File: src/rtl/ir_scan_controller.sv
// ir_scan_controller: sequences the IR frequency-measurement unit, classifies each
// scan into a beacon colour, debounces it across scans and drives one-hot LEDs.
// Ports: clk/rst (async, active-low), enable, meas_done/meas_freq in; meas_clr,
// busy, color_code/color_valid and led_red/green/blue/white out (all registered).
module ir_scan_controller #(
  parameter int FREQ_W      = 32,
  parameter int NSAMP       = 3,
  parameter int TIMEOUT_CYC = 1000000,
  parameter int CONFIRM     = 2,
  parameter int RED_LO      = 800,
  parameter int RED_HI      = 1200,
  parameter int GRN_LO      = 1800,
  parameter int GRN_HI      = 2300,
  parameter int BLU_LO      = 2800,
  parameter int BLU_HI      = 3200
) (
  input  logic              clk,
  input  logic              rst,
  input  logic              enable,
  input  logic              meas_done,
  input  logic [FREQ_W-1:0] meas_freq,
  output logic              meas_clr,
  output logic              busy,
  output logic [1:0]        color_code,
  output logic              color_valid,
  output logic              led_red,
  output logic              led_green,
  output logic              led_blue,
  output logic              led_white
);

  localparam int TW = (TIMEOUT_CYC > 1) ? $clog2(TIMEOUT_CYC) : 1;
  localparam int IW = (NSAMP > 1) ? $clog2(NSAMP) : 1;
  localparam int CW = $clog2(CONFIRM + 1);

  localparam logic [TW-1:0] T_LAST = TW'(TIMEOUT_CYC - 1);
  localparam logic [IW-1:0] I_LAST = IW'(NSAMP - 1);
  localparam logic [CW-1:0] C_MAX  = CW'(CONFIRM);

  typedef enum logic [2:0] {S_IDLE, S_CLEAR, S_WAIT, S_NEXT, S_DECIDE} state_t;

  state_t          state;
  logic [TW-1:0]   timer;
  logic [IW-1:0]   idx;
  logic [CW-1:0]   cnt;
  logic [1:0]      scan_res;     // running agreement of this scan's samples
  logic [1:0]      last_result;
  logic            shown;        // a class has been displayed since reset

  // Strict window bounds; red wins over blue, blue over green.
  function automatic logic [1:0] classify(input logic [FREQ_W-1:0] f);
    if (f > FREQ_W'(RED_LO) && f < FREQ_W'(RED_HI))      classify = 2'd1;
    else if (f > FREQ_W'(BLU_LO) && f < FREQ_W'(BLU_HI)) classify = 2'd3;
    else if (f > FREQ_W'(GRN_LO) && f < FREQ_W'(GRN_HI)) classify = 2'd2;
    else                                                  classify = 2'd0;
  endfunction

  logic [1:0]    samp_cls;
  logic          samp_end;
  logic          same;
  logic [CW-1:0] cnt_next;
  logic          show;

  // A timed-out sample counts as "no signal"; done in the timeout cycle still wins.
  assign samp_cls = meas_done ? classify(meas_freq) : 2'd0;
  assign samp_end = meas_done || (timer == T_LAST);

  always_comb begin
    same     = (scan_res == last_result);
    cnt_next = CW'(1);
    if (same) begin
      cnt_next = (cnt >= C_MAX) ? C_MAX : cnt + CW'(1);
    end
  end

  assign show = (cnt_next >= C_MAX) && (!shown || (scan_res != color_code));

  always_ff @(posedge clk or negedge rst) begin
    if (!rst) begin
      state       <= S_IDLE;
      timer       <= '0;
      idx         <= '0;
      cnt         <= '0;
      scan_res    <= 2'd0;
      last_result <= 2'd0;
      shown       <= 1'b0;
      meas_clr    <= 1'b0;
      busy        <= 1'b0;
      color_code  <= 2'd0;
      color_valid <= 1'b0;
      led_red     <= 1'b0;
      led_green   <= 1'b0;
      led_blue    <= 1'b0;
      led_white   <= 1'b0;
    end else begin
      meas_clr    <= 1'b0;
      color_valid <= 1'b0;
      case (state)
        S_IDLE: begin
          if (enable) begin
            state    <= S_CLEAR;
            meas_clr <= 1'b1;
            busy     <= 1'b1;
          end
        end
        S_CLEAR: begin
          timer <= '0;
          state <= S_WAIT;
        end
        S_WAIT: begin
          timer <= timer + TW'(1);
          if (samp_end) begin
            state <= S_NEXT;
            if (idx == '0) begin
              scan_res <= samp_cls;
            end else if (samp_cls != scan_res) begin
              scan_res <= 2'd0;
            end
          end
        end
        S_NEXT: begin
          if (idx == I_LAST) begin
            idx   <= '0;
            state <= S_DECIDE;
          end else begin
            idx      <= idx + IW'(1);
            state    <= S_CLEAR;
            meas_clr <= 1'b1;
          end
        end
        S_DECIDE: begin
          cnt <= cnt_next;
          if (!same) begin
            last_result <= scan_res;
          end
          if (show) begin
            shown       <= 1'b1;
            color_code  <= scan_res;
            color_valid <= 1'b1;
            led_red     <= (scan_res == 2'd1);
            led_green   <= (scan_res == 2'd2);
            led_blue    <= (scan_res == 2'd3);
            led_white   <= (scan_res == 2'd0);
          end
          if (enable) begin
            state    <= S_CLEAR;
            meas_clr <= 1'b1;
          end else begin
            state <= S_IDLE;
            busy  <= 1'b0;
          end
        end
        default: begin
          state <= S_IDLE;
          busy  <= 1'b0;
        end
      endcase
    end
  end

endmodule

File: config.mk
export PLATFORM = sky130hd
export DESIGN_NAME = ir_scan_controller
export DESIGN_NICKNAME = d
export VERILOG_FILES = /design/src/rtl/ir_scan_controller.sv
export SDC_FILE = /design/constraint.sdc
export NUM_CORES = 1
export LEC_CHECK = 0
export ABC_AREA = 1
export CAP_MARGIN = 10
export CORE_MARGIN = 3
export CORE_UTILIZATION = 53
export DETAILED_ROUTE_END_ITERATION = 12
export GPL_ROUTABILITY_DRIVEN = 0
export HOLD_SLACK_MARGIN = 0.1
export PLACE_DENSITY = 0.8
export RECOVER_POWER = 100
export SYNTH_ARGS = -nofsm -noshare
export SYNTH_HDL_FRONTEND = slang
export SYNTH_SLANG_ARGS = --single-unit
export TNS_END_PERCENT = 30
File: constraint.sdc
create_clock -name clk -period 2.01 [get_ports clk]
set_input_delay 0.402 -clock clk [delete_from_list [all_inputs] [get_ports clk]]
set_output_delay 0.402 -clock clk [all_outputs]
set_load 0.02 [all_outputs]
==> impl_results.rst, run 1 <==
.. list-table::
   :header-rows: 1

   * - Metric
     - Value
   * - Outcome
     - finished, final reports clean
   * - Synth async-reset ratio
     - between 90% and 100%
   * - Number of antenna violations at the first check in global routing
     - 0
   * - Global-route wire length before repair
     - 9720 um
   * - Clock slew at the register clock pins of the worst setup and hold paths
     - 0.09 ns
   * - 1st-pass router iterations
     - 4
   * - Xor and xnor area share after synthesis
     - 0.689%
   * - Crit Path Max Fanout
     - 3
   * - Combined area of all synthesized cells
     - ~2500 um2
   * - Share of the cycle needed by the critical path after routing
     - approximately 96%
   * - Mux share of post-synthesis cell area
     - 0%
   * - Capturing element type of the critical path
     - flop
   * - Number of clock sinks seen by CTS
     - 41
   * - Number of library cell types mapped by synthesis
     - 41
   * - Setup crit start kind
     - input pin
   * - Root buffer selected by CTS
     - clkbuf_8
   * - Number of vias in the routed layout
     - 2602
   * - Vias in the first global route
     - 2332
   * - Area of the die
     - 5670 um2
   * - Synthesized-area fraction occupied by and/or/nand/nor cells
     - 35.9%
   * - Die outline width
     - 75.3 um
   * - Yosys warnings
     - 0
   * - Congestion Overflow GR
     - 0
   * - Die Span Y
     - 75.3 um
   * - Average size of a mapped cell
     - roughly 7.0 um2
   * - Sequential-to-total area share from yosys stat
     - 40.3%
   * - Pwr Density
     - 780 nW/um2
   * - Share of the synthesized area in compound gates (AO/OA/AOI/OAI)
     - 12.8%
   * - Residual antenna-violating net count after detailed routing
     - 0
   * - Clk_skew
     - 0.0120 ns
   * - Hold Vio Cnt, Final
     - 0
   * - Total GRT Usage
     - between 20 and 25%
   * - Footprint of the flip-flops and latches
     - 1030 um2
   * - Synth Instances
     - 362
   * - Core footprint
     - 4500 um2
   * - Final-layout setup total negative slack
     - 0 ns
   * - Leading cell type in the layout, fill and taps excluded
     - nand2_1
   * - TritonCTS clock tree
     - done
   * - Setup violations, final
     - 0
   * - Syn Nets
     - 399
   * - Standard-cell row count
     - 24
   * - Syn-to-layout area delta
     - 38.9%
   * - TritonCTS buffer count
     - 5
   * - Worst path required time
     - around 2.2 ns
   * - Prevailing post-synth register cell
     - dfrtp_1
   * - Adder-Cell Fraction of Synth Area
     - 0.885%
   * - Number of violations reported at the end of detailed-routing iteration 0
     - 174
   * - RSZ-0062 raised after global routing
     - yes
   * - Maximum number of pins on one net before global-route repair
     - 22
   * - Starting density of the core
     - 56.5%
   * - Leakage power figure
     - 1.80 nW
   * - Kind of critical path
     - in2reg
   * - Final net count
     - 475
   * - Final HPWL from detailed placement
     - 4360 um
   * - Leading cell types in the layout, fill and taps excluded
     - nand2_1, inv_1, dfrtp_1, nor2_1, buf_4
   * - Fill cell total of the finished layout
     - 320
   * - Slew @ Worst Pin
     - ~1.1 ns
   * - Max transition margin
     - 24.2%
   * - Tmin final
     - 1.93 ns
   * - Number of levels in the clock H-tree
     - 2
   * - Arrival time at the worst endpoint
     - 2.16 ns
   * - Dominant combinational cell family by area after synthesis
     - simple AND/OR/NAND/NOR gates
   * - Detailed-route vias per instance
     - 5.30
   * - Fraction of layout cells with a size suffix above 1
     - 19.1%
   * - Max Buffers Root-to-Sink
     - 2
   * - Antenna Diode Count
     - 0
   * - Post-synthesis sequential element count
     - 41
   * - Area used by multi-input combinational logic
     - 1380 um2
   * - DRC Markers
     - 0
   * - Average routed wire per standard cell
     - 12.4 um
   * - Worst-case vdd ir drop
     - 376 uV
   * - Count of boundary I/O pins
     - 45
   * - Hold crit path type
     - reg2reg
   * - Fin. max-slew vios
     - 0
   * - Count of flip-flops with a built-in enable after synthesis
     - 0
   * - Clock latency at the later pin of the worst-skew pair
     - 0.30 ns
   * - Highest clock frequency the design can meet
     - 519 MHz
   * - Final hold slack
     - 0.475 ns
   * - Max_cap viols
     - 0
   * - Final WL
     - just over 6000 um
   * - Buffers added on ports
     - 44
==> kinds of logic after synthesis <==
kind of cell,count (synthesis)
flip-flops,41
adder cells (fa/ha/maj),2
buffers and inverters,61
XOR/XNOR,2
AO/OA/AOI/OAI,56
AND/OR/NAND/NOR,200
==> routing by layer <==
metal | global-route usage (%) | share of wire, % | vias to the layer above
li1 | - | - | 1315
met4 | 7.18 | 1.8 | 0
met1 | 27.5 | 44 | 1194
met3 | 4.41 | 5.2 | 13
met2 | 38.2 | 49 | 80
met5 | 0 | 0 | -
==> critical path, stage by stage <==
cell	delay (ns)
clkdlybuf4s50_1	0.41
nor2_1	0.09
nand2_1	0.06
nor2_2	0.11
nand2_2	0.10
nor2_2	0.14
nand3_1	0.11
nand2_1	0.09
nand2_2	0.08
nand2_2	0.09
nand2_2	0.08
nor2_4	0.12
nand2_2	0.08
nand2_2	0.07
nand2_1	0.05
nand2_1	0.06
==> worst paths after layout <==
check / from / cells past startpoint / endpoint / slack [ns]
min in group asynchronous: rst / 2 / busy / 0.84
worst max register to register: timer[0] / 12 / timer[16] / 0.10
worst min register to register: shown / 2 / shown / 0.48
worst min-delay path: shown / 2 / shown / 0.48
max in group asynchronous: rst / 3 / idx[0] / 0.48
worst max-delay path: meas_freq[28] / 16 / scan_res[0] / 0.08
==> cell type report <==
cell class	instances	area share, %
tap	52	1.84
multi-input combinational	260	39.0
timing repair buffer	73	20.3
inverter	57	6.09
clock inverter	3	1.84
sequential	41	29.0
clock buffer	5	1.95
==> state kept, by name, summed over array words and instances, names as in the netlist, 2 cells and up <==
signal       count
timer           20
state            3
cnt              2
color_code       2
idx              2
last_result      2
scan_res         2
==> where the power goes <==
part | leakage, nW | internal [W] | switching [W]
combinational | 1.18 | 0.000374 | 0.000562
sequential | 0.556 | 0.000935 | 0.0000939
clock | 0.0681 | 0.000493 | 0.000296
total | 1.80 | 0.00180 | 0.000952
==> repair_timing <==
| action | CTS | global route |
|---|---|---|
| setup endpoints to repair | 1 | 6 |
| gates resized for setup | 1 | 52 |
| pin swaps | 0 | 27 |
| hold endpoints to repair | 20 | 0 |
| setup buffers | 0 | 7 |
| hold buffers | 1 | 0 |
==> stage by stage <==
stage | total power (W) | utilization (%) | setup WS [ns] | cells | instance area [um2]
after floorplan | 0.00156 | - | 0.315 | 362 | 2540
after global placement | 0.00185 | 70.9 | -0.141 | 475 | 3190
after detailed placement | 0.00187 | 70.9 | -0.213 | 475 | 3190
after CTS | 0.00266 | 74.1 | 0.0209 | 484 | 3340
after global routing | 0.00293 | 78.4 | -0.0935 | 491 | 3530
final | 0.00275 | 78.4 | 0.0848 | 491 | 3530
==> cells in the mapped netlist (2+ instances only) <==
cell      number  area share (%)
nor3_1         7             1.4
a31oi_1        2            0.49
nand2_2        3            0.74
o21ai_0       21             4.1
nor2_4         3             1.3
o21bai_1       2            0.59
nor2_1        49             7.2
nor4_1         5             1.2
o22ai_1       11             2.7
clkbuf_2       2            0.39
nor2_2         5             1.2
nand4_1        5             1.2
nand3_1       15             3.0
a21oi_1        7             1.4
inv_1         55             8.1
nand2_1       98              14
o211ai_1       2            0.59
o21ai_1        5            0.98
nand3_2        3             1.2
dfrtp_1       41              40
Note: power is estimated with default switching activity, not from simulation.
==> run 2, diff against run 1 <==
--- a/config.mk
+++ b/config.mk
@@ -7,7 +7,7 @@
 export LEC_CHECK = 0
 export ABC_AREA = 1
 export CAP_MARGIN = 10
-export CORE_MARGIN = 3
+export CORE_MARGIN = 1.5
 export CORE_UTILIZATION = 53
 export DETAILED_ROUTE_END_ITERATION = 12
 export GPL_ROUTABILITY_DRIVEN = 0
==> run 2 against run 1 <==
Net effect:
- clock skew is 0.0061 ns lower
- global-route usage is 2.2 points higher
- hold slack worse by 0.14 ns
- core utilization is 4.4 points lower
- via count is 0.19% lower
- combinational power is 5.4% lower
- cell count stayed put
- fmax is 0.59% higher
- setup slack better by 0.011 ns
- final area is 2.4% lower
- routed wire length is 0.25% higher
- count of clock-buffer cells in the layout is 2 higher
- largest power group unchanged
==> impl_results.rst, run 2 (synthesis gave the netlist of run 1 again) <==
.. list-table::
   :header-rows: 1

   * - Metric
     - Value
   * - Max Buffers Root-to-Sink
     - 2
   * - Capturing element type of the critical path
     - flop
   * - Beginning of the worst register-to-register path
     - timer[1]
   * - Final-layout setup total negative slack
     - 0 ns
   * - Arrival time at the worst endpoint
     - about 2.2 ns
   * - Average routed wire per standard cell
     - 12.5 um
   * - Leading cell types in the layout, fill and taps excluded
     - nand2_1, inv_1, nor2_1, dfrtp_1, buf_4
   * - Number of clock sinks seen by CTS
     - 41
   * - Fin cells
     - between 400 and 500
   * - Max_cap viols
     - 0
   * - DRC Markers
     - 0
   * - R2R Setup Slk
     - 0.14 ns
   * - Proportion of total power due to net switching
     - 36.4%
   * - Final HPWL from detailed placement
     - 4450 um
   * - Cell-internal power
     - roughly 0.0016 W
   * - Die Span Y
     - 72.3 um
   * - Kind of critical path
     - in2reg
   * - Worst reg2reg path endpoint
     - timer[12]
   * - Post-route setup slack
     - 0.0961 ns
   * - Congestion Overflow GR
     - 0
   * - Number of violations reported at the end of detailed-routing iteration 0
     - 140
   * - Slowest-stage cell, CP
     - clkdlybuf4s50_1
   * - Clock slew at the register clock pins of the worst setup and hold paths
     - 0.08 ns
   * - Register with the most flip-flops
     - timer
   * - Largest stage delay on the critical path
     - 0.39 ns
   * - Critical path, cell by cell
     - clkdlybuf4s50_1 -> nor2_1 -> nand2_1 -> nor2_2 -> nand2_2 -> nor2_4 -> nand3_2 -> nand2_1 -> nand2_2 -> nand2_1 -> nand2_1 -> nor2_2 -> nand2_2 -> nand2_2 -> nand2_1 -> nand2_1
   * - Pre-CTS setup slack
     - -0.229 ns
   * - Global-route wire length before repair
     - 10000 um
   * - TritonCTS clock tree
     - done
   * - Share of the cycle needed by the critical path after routing
     - 95.2%
   * - Leading cell type in the layout, fill and taps excluded
     - nand2_1
   * - Worst-case reg-to-reg path depth
     - 11
   * - Core footprint
     - around 4700 um2
   * - Residual antenna-violating net count after detailed routing
     - 0
   * - Clk_skew
     - 0.00583 ns
   * - Buffers added on ports
     - 44
   * - Area of the die
     - between 5000 and 6000 um2
   * - Setup violations, final
     - 0
   * - Highest clock frequency the design can meet
     - approximately 520 MHz
   * - Worst-case vdd ir drop
     - 551 uV
   * - Number of vias in the routed layout
     - around 2.6k
   * - Fraction of layout cells with a size suffix above 1
     - 18.3%
   * - Detailed-route vias per instance
     - between 5 and 6
   * - Vias in the first global route
     - about 2.4k
   * - Antenna Diode Count
     - 0
   * - Die outline width
     - between 70 and 80 um
   * - Max reg flops
     - 20
   * - 1st-pass router iterations
     - 5
   * - Overall power
     - roughly 0.0025 W
   * - Root buffer selected by CTS
     - clkbuf_8
   * - Largest registers
     - timer x20, state x3
   * - Setup crit start kind
     - input pin
   * - Placed instance area
     - approximately 3200 um2
   * - Total net switching power
     - just over 0.0009 W
   * - Hold Vio Cnt, Final
     - 0
   * - Clock latency at the later pin of the worst-skew pair
     - 0.30 ns
   * - Final non-filler cell area
     - between 3000 and 4000 um2
   * - Final WL
     - 6120 um
   * - Critical Path Most Common Cell
     - nand2_1
   * - Standard-cell row count
     - 25
   * - Slew @ Worst Pin
     - between 0.9 and 1 ns
   * - Worst path required time
     - 2.25 ns
   * - Maximum number of pins on one net before global-route repair
     - 42
   * - Tmin final
     - 1.91 ns
   * - Clock network power share
     - between 20% and 30%
   * - Share of total power in combinational logic
     - 35.2%
   * - Hold crit path type
     - in2async
   * - Outcome
     - finished, final reports clean
   * - Crit Path Max Fanout
     - 3
   * - Pwr Density
     - 729 nW/um2
   * - Count of boundary I/O pins
     - 45
   * - Syn-to-layout area delta
     - 35.6%
   * - Number of placed instances, taps included
     - 477
   * - Number of levels in the clock H-tree
     - 2
   * - Starting density of the core
     - 54.6%
   * - Max transition margin
     - around a third
   * - Leakage power figure
     - approximately 1.7 nW
   * - Fill cell total of the finished layout
     - roughly 380
   * - Total GRT Usage
     - 24.2%
   * - TritonCTS buffer count
     - 5
   * - Fin. max-slew vios
     - 0
   * - Number of antenna violations at the first check in global routing
     - 0
   * - Part of the power in registers
     - 40.9%
   * - Final net count
     - approximately 470
-- run 2: worst max path at each step --
stage	start	endpoint	slack, ns
floorplan	timer[0]	timer[12]	0.31
detailed placement	meas_freq[22]	scan_res[0]	-0.23
global placement	meas_freq[8]	scan_res[0]	-0.15
CTS	timer[0]	timer[12]	0.04
global route	meas_freq[31]	scan_res[0]	-0.07
finish	meas_freq[29]	scan_res[0]	0.1
-- run 2: power groups by stage --
| stage | logic [W] | clock network (W) | registers [W] |
|---|---|---|---|
| 4_1_cts | 0.000837 | 0.000619 | 0.00103 |
| 6_report | 0.000885 | 0.000602 | 0.00103 |
| 3_5_place_dp | 0.000832 | 0 | 0.00104 |
| 3_3_place_gp | 0.000816 | 0 | 0.00104 |
| 5_1_grt | 0.00101 | 0.000642 | 0.00104 |
| 2_1_floorplan | 0.000513 | 0 | 0.00105 |
-- run 2: final cells by class --
class | count | area, um2 | share of cell area (%)
Clock buffer | 7 | 96.3 | 2.79
Clock inverter | 1 | 5.00 | 0.145
Inverter | 57 | 215 | 6.24
Multi-Input combinational cell | 260 | 1380 | 40.1
Sequential cell | 41 | 1030 | 29.8
Tap cell | 54 | 67.6 | 1.96
Timing Repair Buffer | 71 | 654 | 19.0
-- run 2: through the flow --
step	util [%]	hold WS (ns)
3_3_place_gp	68.3	0.435
6_report	74.0	0.333
2_1_floorplan	-	0.106
5_1_grt	74.0	0.431
3_5_place_dp	68.3	0.441
4_1_cts	70.4	0.169
-- run 2: critical path: cells and delay by family --
family	cells	cell delay [ns]
buffers and inverters	1	0.39
and+or+nand+nor	15	1.37
-- run 2: timing repair --
item	CTS	global route
hold buffers	0	0
setup buffers	0	6
endpoints found under the setup margin	0	5
gates resized for setup	0	40
-- run 2: metal layers --
| layer | GRT usage (%) | up-vias | wire [um] |
|---|---|---|---|
| met5 | 0 | - | 0 |
| met4 | 8.18 | 0 | 127 |
| met2 | 41.3 | 40 | 3120 |
| met1 | 30.4 | 1227 | 2700 |
| met3 | 5.56 | 16 | 180 |
| li1 | - | 1314 | - |
